**config.mk**
```make
export PLATFORM = sky130hd
export DESIGN_NAME = cam_pix_stream_src
export DESIGN_NICKNAME = d
export VERILOG_FILES = /design/src/rtl/cam_pix_stream_src.sv
export SDC_FILE = /design/constraint.sdc
export NUM_CORES = 1
export LEC_CHECK = 0
export CELL_PAD_IN_SITES_DETAIL_PLACEMENT = 0
export CELL_PAD_IN_SITES_GLOBAL_PLACEMENT = 2
export CORE_UTILIZATION = 40
export DETAILED_ROUTE_END_ITERATION = 16
export GPL_TIMING_DRIVEN = 0
export PLACE_DENSITY_LB_ADDON = 0.1
export SLEW_MARGIN = 20
export SYNTH_ARGS = -nofsm -noshare
export SYNTH_HDL_FRONTEND = slang
export SYNTH_SLANG_ARGS = --single-unit
```
**constraint.sdc**
```tcl
create_clock -name clk -period 4.52 [get_ports clk]
set_clock_uncertainty 0.05 [all_clocks]
set_input_delay 0.904 -clock clk [delete_from_list [all_inputs] [get_ports clk]]
set_output_delay 0.904 -clock clk [all_outputs]
set_load 0.005 [all_outputs]
```
**src/rtl/cam_pix_stream_src.sv**
```systemverilog
// Camera pixel source: buffers 10-bit camera pixels in a small circular FIFO and
// presents them one at a time to the reader through a registered ready/request handshake.
module cam_pix_stream_src #(
    parameter int DATA_W       = 10,
    parameter int ADDR_W       = 4,
    parameter int FRAME_PIXELS = 76800,
    parameter int CNT_W        = 17
) (
    input  logic              clk,
    input  logic              reset,
    input  logic              cam_vsync,
    input  logic              cam_pix_valid,
    input  logic [DATA_W-1:0] cam_pix_data,
    input  logic              vga2_req,
    output logic [DATA_W-1:0] rd2_data,
    output logic              pix_rdy,
    output logic [ADDR_W:0]   fifo_level,
    output logic              overflow,
    output logic              frame_done,
    output logic [CNT_W-1:0]  pix_count
);

    localparam int                DEPTH   = 2 ** ADDR_W;
    localparam logic [ADDR_W:0]   DEPTH_C = (ADDR_W + 1)'(DEPTH);
    localparam logic [CNT_W-1:0]  LAST_C  = CNT_W'(FRAME_PIXELS - 1);

    logic [DATA_W-1:0] mem_q [DEPTH];

    logic [ADDR_W-1:0] wr_ptr_q, wr_ptr_d;
    logic [ADDR_W-1:0] rd_ptr_q, rd_ptr_d;
    logic [ADDR_W:0]   count_q, count_d;
    logic [DATA_W-1:0] data_q, data_d;
    logic              rdy_q, rdy_d;
    logic [ADDR_W:0]   level_q, level_d;
    logic              ovf_q, ovf_d;
    logic              fdone_q, fdone_d;
    logic [CNT_W-1:0]  pcnt_q, pcnt_d;

    logic pop, load, st_rd, bypass, st_wr, drop, mem_we;

    always_comb begin
        wr_ptr_d = wr_ptr_q;
        rd_ptr_d = rd_ptr_q;
        count_d  = count_q;
        data_d   = data_q;
        rdy_d    = rdy_q;
        ovf_d    = ovf_q;
        fdone_d  = 1'b0;
        pcnt_d   = pcnt_q;

        // The output register refills whenever it is empty or being consumed;
        // storage has priority over the live camera pixel to preserve order.
        pop    = vga2_req & rdy_q;
        load   = ~rdy_q | pop;
        st_rd  = load & (count_q != '0);
        bypass = load & (count_q == '0) & cam_pix_valid;
        st_wr  = cam_pix_valid & ~bypass & ((count_q != DEPTH_C) | st_rd);
        drop   = cam_pix_valid & ~bypass & (count_q == DEPTH_C) & ~st_rd;
        mem_we = st_wr & ~cam_vsync;

        if (st_rd) begin
            data_d   = mem_q[rd_ptr_q];
            rdy_d    = 1'b1;
            rd_ptr_d = rd_ptr_q + 1'b1;
        end else if (bypass) begin
            data_d = cam_pix_data;
            rdy_d  = 1'b1;
        end else if (load) begin
            rdy_d = 1'b0;
        end

        if (st_wr) begin
            wr_ptr_d = wr_ptr_q + 1'b1;
        end

        case ({st_wr, st_rd})
            2'b10:   count_d = count_q + 1'b1;
            2'b01:   count_d = count_q - 1'b1;
            default: count_d = count_q;
        endcase

        if (drop) begin
            ovf_d = 1'b1;
        end

        if (pop) begin
            if (pcnt_q == LAST_C) begin
                pcnt_d  = '0;
                fdone_d = 1'b1;
            end else begin
                pcnt_d = pcnt_q + 1'b1;
            end
        end

        // Frame start realigns the stream; the sticky overflow flag survives it.
        if (cam_vsync) begin
            wr_ptr_d = '0;
            rd_ptr_d = '0;
            count_d  = '0;
            rdy_d    = 1'b0;
            pcnt_d   = '0;
            fdone_d  = 1'b0;
            ovf_d    = ovf_q;
        end

        level_d = count_d + (ADDR_W + 1)'(rdy_d);
    end

    always_ff @(posedge clk) begin
        if (reset) begin
            wr_ptr_q <= '0;
            rd_ptr_q <= '0;
            count_q  <= '0;
            data_q   <= '0;
            rdy_q    <= 1'b0;
            level_q  <= '0;
            ovf_q    <= 1'b0;
            fdone_q  <= 1'b0;
            pcnt_q   <= '0;
        end else begin
            wr_ptr_q <= wr_ptr_d;
            rd_ptr_q <= rd_ptr_d;
            count_q  <= count_d;
            data_q   <= data_d;
            rdy_q    <= rdy_d;
            level_q  <= level_d;
            ovf_q    <= ovf_d;
            fdone_q  <= fdone_d;
            pcnt_q   <= pcnt_d;
        end
    end

    always_ff @(posedge clk) begin
        if (mem_we & ~reset) begin
            mem_q[wr_ptr_q] <= cam_pix_data;
        end
    end

    assign rd2_data   = data_q;
    assign pix_rdy    = rdy_q;
    assign fifo_level = level_q;
    assign overflow   = ovf_q;
    assign frame_done = fdone_q;
    assign pix_count  = pcnt_q;

endmodule

```
# --- Yosys cells after proc, flatten, opt, wreduce, memory -nomap -nowiden ---
# Memories as Yosys holds them, arrays and structs flattened. A register that Yosys moved wholly into a read port is not among the register bits.
# Cells that the tools add are included.
word_totals:
  output_inout_bits: 35
  reg_bits: 48
  mem_count: 1
  ram_bits: 160
  word_cells: 59
memory_table:
  columns: ["memory", "depth", "word_bits", "rd", "rd_ports_with_merged_regs", "wr", "line_no", "rtl"]
  rows:
  - ["mem_q", 16, 10, 1, 1, 1, "27", "logic [DATA_W-1:0] mem_q [DEPTH];"]
op_classes:
  n_reduce_logical: 6
  bitwise_logic: 18
  eq_ne: 5
  addsub: 6
  muxes: 14
op_table:
  columns: ["op", "count"]
  rows:
  - ["10-bit two-way mux", 2]
  - ["17-bit by 1-bit adder with 17-bit output (second input constant)", 1]
  - ["17-bit == test (second input constant)", 1]
  - ["17-bit two-way mux", 1]
  - ["1-bit bitwise AND", 10]
  - ["5-bit one-hot mux with 2 select lines", 1]
  - ["4-bit by 1-bit adder with 4-bit output (second input constant)", 2]
  - ["4-bit two-way mux", 2]
  - ["1-bit two-way mux", 7]
  - ["1-bit inverter", 6]
  - ["5-bit by 1-bit adder with 5-bit output", 1]
  - ["5-bit by 1-bit adder with 5-bit output (second input constant)", 1]
  - ["5-bit == test (second input constant)", 1]
  - ["5-bit logical NOT", 1]
  - ["5-bit two-way mux", 1]
  - ["5-bit inequality test (second input constant)", 1]
  - ["5-bit nonzero test", 1]
  - ["5-bit by 1-bit subtractor with 5-bit output (second input constant)", 1]
  - ["3-bit OR reduction", 1]
  - ["2-bit by 1-bit == test with 1-bit output (second input constant)", 1]
  - ["2-bit == test (second input constant)", 1]
  - ["1-bit OR", 2]
  - ["2-bit AND reduction", 1]
  - ["2-bit nonzero test", 1]
  - ["2-bit OR reduction", 1]

# --- Depth between registers and ports, before layout ---
# Gate-level depths: netlist of the first run.
depth:
  word_depth: 11
  ltp_mapped: 11

# --- Worst setup path before layout of the first run ---
# Ideal clock, no wire load.
synth_timing:
  path_type: "input-to-reg"
  from: "in cam_pix_valid"
  to: "reg level_q[4] (netlist: fifo_level[4])"
  cell_stages: 11
  path_slack_ps: 945
  arrival_ps: 3465
  n_path_buf: 2
  setup_time_ps: 59
  path_cell_list: "buf_2 clkbuf_1 or3_1 inv_1 ha_1 a211o_2 nand3_1 a31oi_1 or3_1 or4_1 nand2_1"
synth_between:
  elab_chain_cells: 8
  elab_cells_between_ends: 12
  classes_between: "1 x add/sub; 2 x eq/ne; 5 x mux; 4 x bitwise"
synth_rtl:
  columns: ["element", "line_no", "rtl"]
  rows:
  - ["start, declared", "12", "input logic cam_pix_valid,"]
  - ["1-bit bitwise AND", "56", "bypass = load & (count_q == '0) & cam_pix_valid;"]
  - ["1-bit inverter", "57", "st_wr = cam_pix_valid & ~bypass & ((count_q != DEPTH_C) | st_rd);"]
  - ["1-bit bitwise AND (2 in a row)", "57", null]
  - ["2-bit by 1-bit == test with 1-bit output or 2-bit == test (tied branches)", "76", "case ({st_wr, st_rd})"]
  - ["5-bit one-hot mux with 2 select lines", "76", null]
  - ["5-bit two-way mux", "96", "if (cam_vsync) begin"]
  - ["5-bit by 1-bit adder with 5-bit output *", "106", "level_d = count_d + (ADDR_W + 1)'(rdy_d);"]
  - ["end signal, assigned", "126", "level_q <= level_d;"]
  - ["end, declared", "34", "logic [ADDR_W:0] level_q, level_d;"]
# Every way passes the cells marked *; elsewhere a longest branch is shown, timed or not.
# A chain may end at the register's enable or synchronous reset.

# --- Worst setup path in the final report of the first run ---
layout_timing:
  from: "in vga2_req"
  to: "reg level_q[4] (netlist: fifo_level[4])"
layout_between:
  elab_chain_cells: 11
  elab_cells_between_ends: 18
  classes_between: "1 x add/sub; 2 x eq/ne; 6 x mux; 9 x bitwise"
layout_rtl:
  columns: ["element", "line_no", "rtl"]
  rows:
  - ["start, declared", "14", "input logic vga2_req,"]
  - ["1-bit bitwise AND *", "53", "pop = vga2_req & rdy_q;"]
  - ["1-bit OR *", "54", "load = ~rdy_q | pop;"]
  - ["1-bit bitwise AND (2 in a row)", "56", null]
  - ["1-bit inverter", "57", null]
  - ["1-bit bitwise AND (2 in a row)", "57", null]
  - ["2-bit by 1-bit == test with 1-bit output or 2-bit == test (tied branches)", "76", null]
  - ["5-bit one-hot mux with 2 select lines", "76", null]
  - ["5-bit two-way mux", "96", null]
  - ["5-bit by 1-bit adder with 5-bit output *", "106", null]
# Marked as above.

==> key figures, run 1 <==
Run status
  – Status: finished, final reports clean

Routing
  – Initial DRC count: 263
  – Drt first pass iters: 4
  – Routed Antenna Nets: 0
  – Vias per cell: 5.20
  – Vias: 4614
  – DRC violations left: 0
  – Final wirelength: 18700 um
  – Detailed-route wire length per cell: 21.0 um

Critical path
  – Setup CP Type: in2reg
  – Worst EP required: 4920 ps
  – Buf+Inv Stages, Crit Path: 3
  – CP Max Fanout: 10
  – CP endpoint kind: flop
  – CP peak stage delay: 600 ps
  – Crit start category: input port
  – Most used cell, CP: or3_1
  – Critical path's slowest cell: clkdlybuf4s50_1
  – CP cell instances: clkdlybuf4s50_1, nor2b_2, buf_4, or3_1, inv_1, ha_1, a211o_2, nand3_1, a31oi_1, or3_1, or4_1, nand2_1
  – Worst path top cell family by delay: simple AND/OR/NAND/NOR gates
  – Critical path arrival: 4190 ps

Timing
  – Slew Limit Fails: 0
  – Hold Vio Cnt, Final: 0
  – Crit path time final: 3790 ps
  – Worst slew pin tran: 1090 ps
  – Setup violators final: 0
  – Final period util: 0.838
  – RSZ-0062 raised after global routing: no
  – Max Fclk: 264 MHz
  – Hold slack final: 432 ps
  – Slew headroom: 0.268
  – Setup ws final: 731 ps

Final layout
  – Fillers: 1754
  – Total inserted antenna cells: 0
  – Nets: 627
  – P&R area growth vs syn: 20.1%
  – Multi-input logic area: 2570 um^2
  – Register area: 5850 um^2
  – Layout cell share with drive strength beyond 1: 0.201

Yosys
  – Syn Nets: 549
  – Async S/R FF share, synth: 0
  – Synthesis-stage register bit count: 212
  – Synthesized area: 8510 um^2
  – Mapped Avg Cell Area: 16.3 um^2
  – Number of synthesized flops with an enable pin: 160
  – Most used DFF post-synth: edfxtp_1
  – Area share of the largest cell type after synthesis: 0.565
  – Synth area leader: edfxtp_1
  – Synth warn: 0
  – Cells after Synth: 522
  – Yosys cell types: 52
  – Register area share after synthesis: 0.687
  – Largest cells by area after synthesis: edfxtp_1, mux4_2, dfxtp_1

Die
  – Die area: 21900 um^2
  – Initial Util: 0.414
  – Die Y: 148 um
  – Die X: 148 um
  – Core area: 20600 um^2
  – Row count: 52
  – I/O pin count: 50

Placed design
  – Post-DP HPWL: 12500 um
  – Routability cong.: 0.751
  – Dpl ws: 172 ps
  – Port Buffer Count: 48

Min path
  – Worst hold path class: reg2reg

Clocking
  – Cts hold-fix bufs: 0
  – CTS tree: yes
  – Worst-Skew Late Latency: 520 ps
  – CTS sink cnt: 212
  – Clock transition at path regs: 60 ps
  – CTS max path bufs: 3
  – Inserted Clock Buffers: 24
  – # resized after CTS: 0
  – Post-CTS Setup Repair Bufs: 0
  – H-tree Lvls: 1
  – Clock root cell: clkbuf_16

Power
  – Power density cells: 426 nW/um^2
  – Worst IR drop on VDD: 0.302 mV
  – Pleak: 3.31 nW

Run
  – Max_cap viols: 0

GRT
  – Global-route wire length before repair: 28800 um
  – GRT Residual Overflow: 0
  – Largest net degree at the start of global routing: 18
  – Total global-route track usage: 0.179
  – Initial antenna violation count: 0
  – Number of global-route vias before repair: 4745
==> cells in the mapped netlist, types with 2 or more instances <==
cell type	count
and2_1	4
ha_1	11
clkbuf_1	9
nor3_1	16
nor2_1	68
or3_1	4
xor2_1	17
o22ai_1	9
xnor2_1	8
and4_1	3
or2_2	2
mux2i_1	3
nand3_1	10
dfxtp_1	52
edfxtp_1	160
nand2b_1	6
o21ai_0	5
nand2_1	20
buf_2	9
nand4_1	4
and3_1	5
clkbuf_2	2
a21oi_1	7
nor2b_1	2
a31oi_1	2
buf_1	4
inv_1	6
mux4_2	50
==> final timing paths <==
path               from             to  slack, ps  cells past startpoint
max reg2reg  count_q[0]  fifo_level[4]       1140                     11
max            vga2_req  fifo_level[4]        730                     12
min            overflow       overflow        430                      2
min reg2reg    overflow       overflow        430                      2
==> layout by cell type, fill, tap and decap left out, types with 6 or more instances in the layout <==
cell / netlist / final
ha_1: 11 / 11
nand2_1: 20 / 20
inv_1: 6 / 6
xnor2_1: 8 / 8
clkdlybuf4s50_1: 0 / 48
clkbuf_1: 9 / 10
nor2_2: 0 / 8
nor2_1: 68 / 60
a21oi_1: 7 / 7
buf_2: 9 / 9
xor2_1: 17 / 17
nand3_1: 10 / 10
clkbuf_16: 0 / 25
edfxtp_1: 160 / 160
o22ai_1: 9 / 9
mux4_2: 50 / 50
nand2b_1: 6 / 6
nor3_1: 16 / 12
dfxtp_1: 52 / 52
clkinv_1: 0 / 6
==> registers in the layout (all words and copies together), names as in the netlist, 4 cells and up, named ones only <==
name	count
rd_ptr_q	4
count_q	5
rd2_data	10
mem_q	160
pix_count	17
fifo_level	5
wr_ptr_q	4
==> area by class of cell <==
| type | count | share of cell area |
|---|---|---|
| Sequential cell | 212 | 0.572 |
| Timing Repair Buffer | 52 | 0.0500 |
| Tap cell | 270 | 0.0331 |
| Multi-Input combinational cell | 279 | 0.252 |
| Buffer | 25 | 0.0109 |
| Clock buffer | 28 | 0.0643 |
| Inverter | 6 | 0.00220 |
| Clock inverter | 16 | 0.0158 |
==> per-stage QoR <==
step | TNS (ps) | utilization | area [um^2] | power [mW] | cells
global placement | -12330 | 0.454 | 9330 | 2.40 | 840
global route | 0 | 0.497 | 10200 | 4.49 | 888
floorplan | 0 | - | 8510 | 2.29 | 522
CTS | 0 | 0.496 | 10200 | 4.39 | 888
detailed placement | 0 | 0.457 | 9390 | 2.40 | 844
finish | 0 | 0.497 | 10200 | 4.35 | 888
==> worst register-to-register path: stages, from the launching register on <==
cell and delay (ps):
dfxtp_1 340, or4_4 590, nor2_1 160, or3_1 210, inv_1 100, ha_1 290, a211o_2 350, nand3_1 110
a31oi_1 90, or3_1 460, or4_1 520, nand2_1 70
==> metal layers <==
metal  global-route usage  share of wire  vias up
met4               0.0464          0.021        0
met5                    0              0        -
met2                0.300           0.49       89
met1                0.244           0.46     2327
met3               0.0265          0.031       31
li1                     -              -     2167
==> cell families (layout without fill, tap and decap cells) <==
| family | Yosys count | in the layout | synth area share |
|---|---|---|---|
| adders and majority gates | 12 | 12 | 0.0185 |
| xor gates and xnor gates | 26 | 26 | 0.0290 |
| AOI/OAI and AO/OA | 33 | 33 | 0.0257 |
| buffers and inverters | 31 | 127 | 0.0157 |
| DFF | 212 | 212 | 0.687 |
| and+or+nand+nor | 154 | 154 | 0.0869 |
| muxes | 54 | 54 | 0.137 |
==> report_power, final <==
group | total [mW] | internal [mW] | leakage [nW] | switching [mW]
registers | 2.13 | 2.11 | 1.86 | 0.0141
logic | 0.230 | 0.105 | 1.06 | 0.125
clock network | 1.99 | 1.21 | 0.394 | 0.782
Note: power is estimated with default switching activity, not from simulation.
==> inputs of run 2 (changes only) <==
clock period = 3.05 ns   (was 4.52 ns; I/O delays follow)
==> run 2 against run 1 <==
Final cell count is 1.0% higher. The flow now finishes with violations (negative setup slack). Count of clock-buffer cells in the layout up 8. Critical endpoint unchanged. Sequential cell count unchanged. Via count rose by 2.1%. Clock power rose by 33%. Hold slack worse by 9.6 ps. Utilization is 0.23 points higher. Wire length grew 0.76%.
==> key figures, run 2 (same netlist as run 1, synthesis figures left out) <==
Final layout
  – Non-Filler Instances: 897 (was 888)
  – Nets: 637 (was 627)
  – Layout cell share with drive strength beyond 1: 0.230 (was 0.201)
  – Reg with most FFs: mem_q (unchanged)
  – Max FFs per register: 160 (unchanged)
  – Total inserted antenna cells: 0 (unchanged)
  – Fillers: 1781 (was 1754)
  – Most frequent cells in the layout: edfxtp_1, nor2_1, mux4_2, dfxtp_1, clkdlybuf4s50_1 (was edfxtp_1, nor2_1, dfxtp_1, mux4_2, clkdlybuf4s50_1)
  – Register area: 5850 um^2 (about the same)
  – P&R area growth vs syn: 20.6% (was 20.1%)
  – Commonest non-fill, non-tap cell in the layout: edfxtp_1 (unchanged)
  – Multi-input logic area: 2610 um^2 (was 2570 um^2)

Timing
  – Final period util: 1.02
  – Worst slew pin tran: 942 ps (was 1090 ps)
  – Max Fclk: 321 MHz
  – Slew headroom: 0.369 (was 0.268)
  – Setup violators final: 1 (was 0)
  – Hold Vio Cnt, Final: 0 (unchanged)
  – Crit path time final: 3120 ps
  – Hold slack final: 422 ps (was 432 ps)
  – RSZ-0062 raised after global routing: yes (was no)
  – Setup tns final: -66.3 ps (was 0 ps)
  – Slew Limit Fails: 0 (unchanged)
  – Setup ws final: -66.3 ps (was 731 ps)

Clocking
  – Cts hold-fix bufs: 0 (unchanged)
  – H-tree Lvls: 1 (unchanged)
  – Clock transition at path regs: 60 ps (about the same)
  – CTS sink cnt: 212 (unchanged)
  – Inserted Clock Buffers: 23 (was 24)
  – CTS max path bufs: 3 (unchanged)
  – Clock root cell: clkbuf_16 (unchanged)
  – Worst-Skew Late Latency: 520 ps (about the same)
  – CTS tree: yes (unchanged)

Critical path
  – Reg2Reg Setup Slack: -60 ps (was 1140 ps)
  – Setup crit start: vga2_req (unchanged)
  – Most used cell, CP: nand2_1 (was or3_1)
  – CP endpoint kind: flop (unchanged)
  – CP peak stage delay: 450 ps (was 600 ps)
  – Critical path's slowest cell: fa_1 (was clkdlybuf4s50_1)
  – Worst EP required: 3450 ps (was 4920 ps)
  – Crit start category: input port (unchanged)
  – Reg2reg path depth: 11 (unchanged)
  – Setup CP Type: in2reg (unchanged)
  – End of the critical path: fifo_level[4] (unchanged)
  – Reg-to-reg endpoint: fifo_level[4] (unchanged)
  – RR Startpoint: count_q[3] (was count_q[0])
  – CP Max Fanout: 10 (unchanged)
  – CP cell instances: clkdlybuf4s15_1, nor2b_4, buf_6, or3_4, fa_1, mux2i_2, nand2_1, nor2_1, ha_2, or3b_1, or4_1, nand2_1 (was clkdlybuf4s50_1, nor2b_2, buf_4, or3_1, inv_1, ha_1, a211o_2, nand3_1, a31oi_1, or3_1, or4_1, nand2_1)
  – Worst path top cell family by delay: simple AND/OR/NAND/NOR gates (unchanged)
  – Crit. path cell count: 12 (unchanged)
  – Critical path arrival: 3520 ps (was 4190 ps)
  – Buf+Inv Stages, Crit Path: 2 (was 3)

Run
  – Max_cap viols: 0 (unchanged)

Power
  – Power density cells: 601 nW/um^2 (was 426 nW/um^2)
  – Pleak: 3.33 nW (was 3.31 nW)
  – Power Total: 6.17 mW (was 4.35 mW)
  – Worst IR drop on VDD: 0.513 mV (was 0.302 mV)

Routing
  – Vias per cell: 5.25 (was 5.20)
  – Routed Antenna Nets: 0 (unchanged)
  – Initial DRC count: 272 (was 263)
  – Final wirelength: 18800 um (was 18700 um)
  – Drt first pass iters: 4 (unchanged)
  – Vias: 4709 (was 4614)
  – DRC violations left: 0 (unchanged)
  – Detailed-route wire length per cell: 21.0 um (about the same)

GRT
  – Initial antenna violation count: 0 (unchanged)
  – Total global-route track usage: 0.178 (was 0.179)
  – Largest net degree at the start of global routing: 18 (unchanged)
  – Global-route wire length before repair: 28800 um (unchanged)
  – Number of global-route vias before repair: 4714 (was 4745)
  – GRT Residual Overflow: 0 (unchanged)

Min path
  – Hold Startpoint: overflow (unchanged)
  – Worst hold path class: reg2reg (unchanged)

Placed design
  – Dpl ws: -908 ps (was 172 ps)
  – Port Buffer Count: 48 (unchanged)
  – # placed instances: 844 (unchanged)
  – Post-DP HPWL: 12300 um (was 12500 um)
  – Routability cong.: 0.762 (was 0.751)

Run status
  – Status: finished with violations (was finished, final reports clean)
  – Failing checks: negative setup slack

Die
  – Initial Util: 0.414 (unchanged)
  – I/O pin count: 50 (unchanged)
  – Die Y: 148 um (unchanged)
  – Die X: 148 um (unchanged)
  – Die area: 21900 um^2 (unchanged)
  – Row count: 52 (unchanged)
  – Core area: 20600 um^2 (unchanged)
==> run 2: cell count changes in the layout (fill, tap and decap cells not counted), moves of 4 or more <==
cell / delta
buf_4: +10
nor2_1: -5
clkbuf_1: +9
nor2_2: +4
clkinv_1: -6
==> run 2: report_power, final <==
part | internal, mW | leakage (nW) | switching [mW] | total [mW]
combinational | 0.178 | 1.12 | 0.197 | 0.375
clock | 1.55 | 0.350 | 1.10 | 2.65
sequential | 3.13 | 1.86 | 0.0187 | 3.15
total | 4.85 | 3.33 | 1.32 | 6.17
==> run 2: repair_timing <==
item | 4_1_cts | 5_1_grt
gates resized for setup | 7 | 4
pin swaps | 2 | 1
buffers inserted | 7 | 4
setup endpoints to repair | 105 | 3
==> run 2: worst min-delay path by stage <==
stage                           to  slack [ps]  depth (start not counted)
final                     overflow         420                          2
after global routing          flop         470                          2
after CTS                 overflow         430                          2
after detailed placement  overflow         420                          2
after global placement    overflow         400                          2
after floorplan               flop         410                          2
==> run 2: area by class of cell <==
class	count	share of cell area
clock inverters	6	0.00683
multi-input cells	279	0.255
repair buffers	63	0.0578
flip-flops and latches	212	0.570
clock buffers	36	0.0628
inverters	6	0.00219
well taps	270	0.0329
plain buffers	25	0.0128
==> run 2: worst register-to-register path, stage by stage (launching register included) <==
cell	delay [ps]
dfxtp_2	330
or4_4	570
nor2_4	100
or3_4	140
fa_1	420
mux2i_2	200
nand2_1	100
nor2_1	120
ha_2	190
or3b_1	350
or4_1	400
nand2_1	80
==> run 2: routing by layer <==
| layer | track usage | wire length [um] | up-vias |
|---|---|---|---|
| met4 | 0.0392 | 302 | 0 |
| met1 | 0.239 | 8290 | 2423 |
| met2 | 0.309 | 9510 | 85 |
| li1 | - | - | 2182 |
| met3 | 0.0259 | 692 | 19 |
| met5 | 0 | 0 | - |
==> run 2: metrics by stage <==
step | instance area [um^2] | utilization
floorplan | 8550 | -
global placement | 9370 | 0.456
detailed placement | 9440 | 0.459
CTS | 10200 | 0.497
global route | 10300 | 0.499
finish | 10300 | 0.499
==> inputs of run 3 (changes only) <==
ABC_AREA = 1   (was default)
CORE_UTILIZATION = 36   (was 40)
CTS_BUF_LIST = sky130_fd_sc_hd__clkbuf_16   (was default)
==> run 3 against run 2 <==
The flow now finishes without violations. Combinational power rose by 54%. Global-route usage up 1.4 points. Final area up 3.1%. Critical path type unchanged. Clock power increased by 7%. Fmax increased by 5.7%. Non-clock buffer count grew 4. Synthesized area up 3.5%. Synthesized cell count increased by 53%. Via count increased by 31%. Count of clock-buffer cells in the layout shrank 11. Setup slack gained 170 ps. Die area rose by 15%.
==> key figures, run 3 <==
Timing
  – Worst slew pin tran: 1030 ps (was 942 ps)
  – Setup ws final: 101 ps (was -66.3 ps)
  – Setup tns final: 0 ps (was -66.3 ps)
  – RSZ-0062 raised after global routing: yes (unchanged)
  – Final period util: 0.967 (was 1.02)
  – Hold slack final: 413 ps (was 422 ps)
  – Setup violators final: 0 (was 1)
  – Slew headroom: 0.314 (was 0.369)
  – Max Fclk: 339 MHz (was 321 MHz)
  – Slew Limit Fails: 0 (unchanged)
  – Hold Vio Cnt, Final: 0 (unchanged)
  – Crit path time final: 2950 ps (was 3120 ps)

Clocking
  – H-tree Lvls: 1 (unchanged)
  – Clock transition at path regs: 50 ps (was 60 ps)
  – CTS tree: yes (unchanged)
  – Worst-Skew Late Latency: 510 ps (was 520 ps)
  – CTS max path bufs: 3 (unchanged)
  – Inserted Clock Buffers: 24 (was 23)
  – CTS sink cnt: 212 (unchanged)
  – Clock root cell: clkbuf_16 (unchanged)
  – Cts hold-fix bufs: 0 (unchanged)

Routing
  – Final wirelength: 23200 um (was 18800 um)
  – Detailed-route wire length per cell: 19.1 um (was 21.0 um)
  – Drt first pass iters: 4 (unchanged)
  – DRC violations left: 0 (unchanged)
  – Vias: 6147 (was 4709)
  – Vias per cell: 5.06 (was 5.25)
  – Routed Antenna Nets: 0 (unchanged)
  – Initial DRC count: 337 (was 272)

Placed design
  – Post-Place Cell Area: 9780 um^2 (was 9440 um^2)
  – Routability cong.: 0.831 (was 0.762)
  – # placed instances: 1171 (was 844)
  – Post-DP HPWL: 15800 um (was 12300 um)
  – Dpl ws: -502 ps (was -908 ps)
  – Port Buffer Count: 48 (unchanged)

Final layout
  – Final Instance Area: 10600 um^2 (was 10300 um^2)
  – Max FFs per register: 160 (unchanged)
  – P&R area growth vs syn: 20.1% (was 20.6%)
  – Reg with most FFs: mem_q (unchanged)
  – Total inserted antenna cells: 0 (unchanged)
  – Nets: 905 (was 637)
  – Layout cell share with drive strength beyond 1: 0.110 (was 0.230)
  – Final Core Density: 0.445 (was 0.499)
  – Non-Filler Instances: 1215 (was 897)
  – Most frequent cells in the layout: edfxtp_1, nor2_1, o21ai_0, nand2_1, dfxtp_1 (was edfxtp_1, nor2_1, mux4_2, dfxtp_1, clkdlybuf4s50_1)
  – Commonest non-fill, non-tap cell in the layout: edfxtp_1 (unchanged)
  – Fillers: 2224 (was 1781)

GRT
  – Initial antenna violation count: 0 (unchanged)
  – Global-route wire length before repair: 35700 um (was 28800 um)
  – GRT Residual Overflow: 0 (unchanged)
  – Total global-route track usage: 0.193 (was 0.178)
  – Largest net degree at the start of global routing: 18 (unchanged)
  – Number of global-route vias before repair: 6284 (was 4714)

Yosys
  – Async S/R FF share, synth: 0 (unchanged)
  – Syn Nets: 824 (was 549)
  – Yosys cell types: 40 (was 52)
  – Top cells by count, synth: edfxtp_1, nor2_1, o21ai_0 (was edfxtp_1, nor2_1, dfxtp_1)
  – Synthesis-stage register bit count: 212 (unchanged)
  – Largest cells by area after synthesis: edfxtp_1, dfxtp_1, nor2_1 (was edfxtp_1, mux4_2, dfxtp_1)
  – Cells after Synth: 797 (was 522)
  – Most used standard cell by instance count after synthesis: edfxtp_1 (unchanged)
  – Synthesized area: 8810 um^2 (was 8510 um^2)
  – Most used DFF post-synth: edfxtp_1 (unchanged)
  – Number of synthesized flops with an enable pin: 160 (unchanged)
  – Area share of the largest cell type after synthesis: 0.546 (was 0.565)
  – Register area share after synthesis: 0.664 (was 0.687)
  – Synth area leader: edfxtp_1 (unchanged)
  – Mapped Avg Cell Area: 11.1 um^2 (was 16.3 um^2)
  – Synth warn: 0 (unchanged)

Die
  – I/O pin count: 50 (unchanged)
  – Row count: 56 (was 52)
  – Initial Util: 0.371 (was 0.414)
  – Die X: 158 um (was 148 um)
  – Die area: 25100 um^2 (was 21900 um^2)
  – Die Y: 158 um (was 148 um)
  – Core area: 23800 um^2 (was 20600 um^2)

Critical path
  – RR Startpoint: count_q[2] (was count_q[3])
  – Critical path arrival: 3020 ps (was 3520 ps)
  – Crit start category: input port (unchanged)
  – Setup crit start: cam_vsync (was vga2_req)
  – CP Max Fanout: 10 (unchanged)
  – CP endpoint kind: flop (unchanged)
  – Setup CP Type: in2reg (unchanged)
  – Worst EP required: 3120 ps (was 3450 ps)

Power
  – Power density cells: 622 nW/um^2 (was 601 nW/um^2)
  – Pleak: 3.61 nW (was 3.33 nW)
  – Worst IR drop on VDD: 0.358 mV (was 0.513 mV)
  – Power Total: 6.58 mW (was 6.17 mW)

Min path
  – Worst hold path class: reg2reg (unchanged)
  – Hold Startpoint: rd2_data[4] (was overflow)

Run
  – Max_cap viols: 0 (unchanged)

Run status
  – Status: finished, final reports clean (was finished with violations)
[run 3: per-layer routing]
| layer | GRT usage | vias to the layer above | part of all wire |
|---|---|---|---|
| met5 | 0 | - | 0 |
| met4 | 0.0646 | 0 | 0.026 |
| met3 | 0.0259 | 32 | 0.046 |
| met2 | 0.332 | 142 | 0.48 |
| met1 | 0.249 | 2974 | 0.44 |
| li1 | - | 2999 | - |
[run 3: cell families (layout without fill, tap and decap cells)]
| kind of cell | after synthesis | in the layout | synth area share |
|---|---|---|---|
| fa+ha+maj | 12 | 12 | 0.0179 |
| flops | 212 | 212 | 0.664 |
| buf+inv | 93 | 192 | 0.0425 |
| xor+xnor | 8 | 8 | 0.00796 |
| compound gates | 166 | 166 | 0.113 |
| simple gates | 306 | 306 | 0.155 |
[run 3: final timing paths]
| path | slack, ps | endpoint | cells after the start |
|---|---|---|---|
| worst min register to register | 410 | rd2_data[4] | 2 |
| worst max register to register | 430 | mem_q[6][4] | 10 |
| worst max-delay path | 100 | mem_q[6][4] | 7 |
| worst min-delay path | 410 | rd2_data[4] | 2 |
[run 3: critical path, stage by stage]
cell	delay, ps
clkdlybuf4s50_1	550
nor2_2	370
inv_1	90
buf_2	220
nor2_4	150
nand2_1	180
nor2_1	820
[run 3: layout make-up]
type / count / area [um^2] / share of cell area
sequential: 212 / 5850 / 0.553
multi-input combinational: 492 / 2640 / 0.250
clock buffer: 25 / 626 / 0.0591
timing repair buffer: 55 / 537 / 0.0507
tap: 319 / 399 / 0.0377
inverter: 56 / 213 / 0.0201
buffer: 37 / 161 / 0.0153
clock inverter: 19 / 156 / 0.0148
[run 3: report_power, final]
group	total, mW	switching, mW	internal [mW]
registers	3.16	0.0228	3.14
clock network	2.84	1.11	1.73
logic	0.578	0.386	0.192
[run 3: repair_timing]
action,CTS,global route
gates resized for setup,0,5
setup endpoints to repair,0,80
setup buffers,0,0
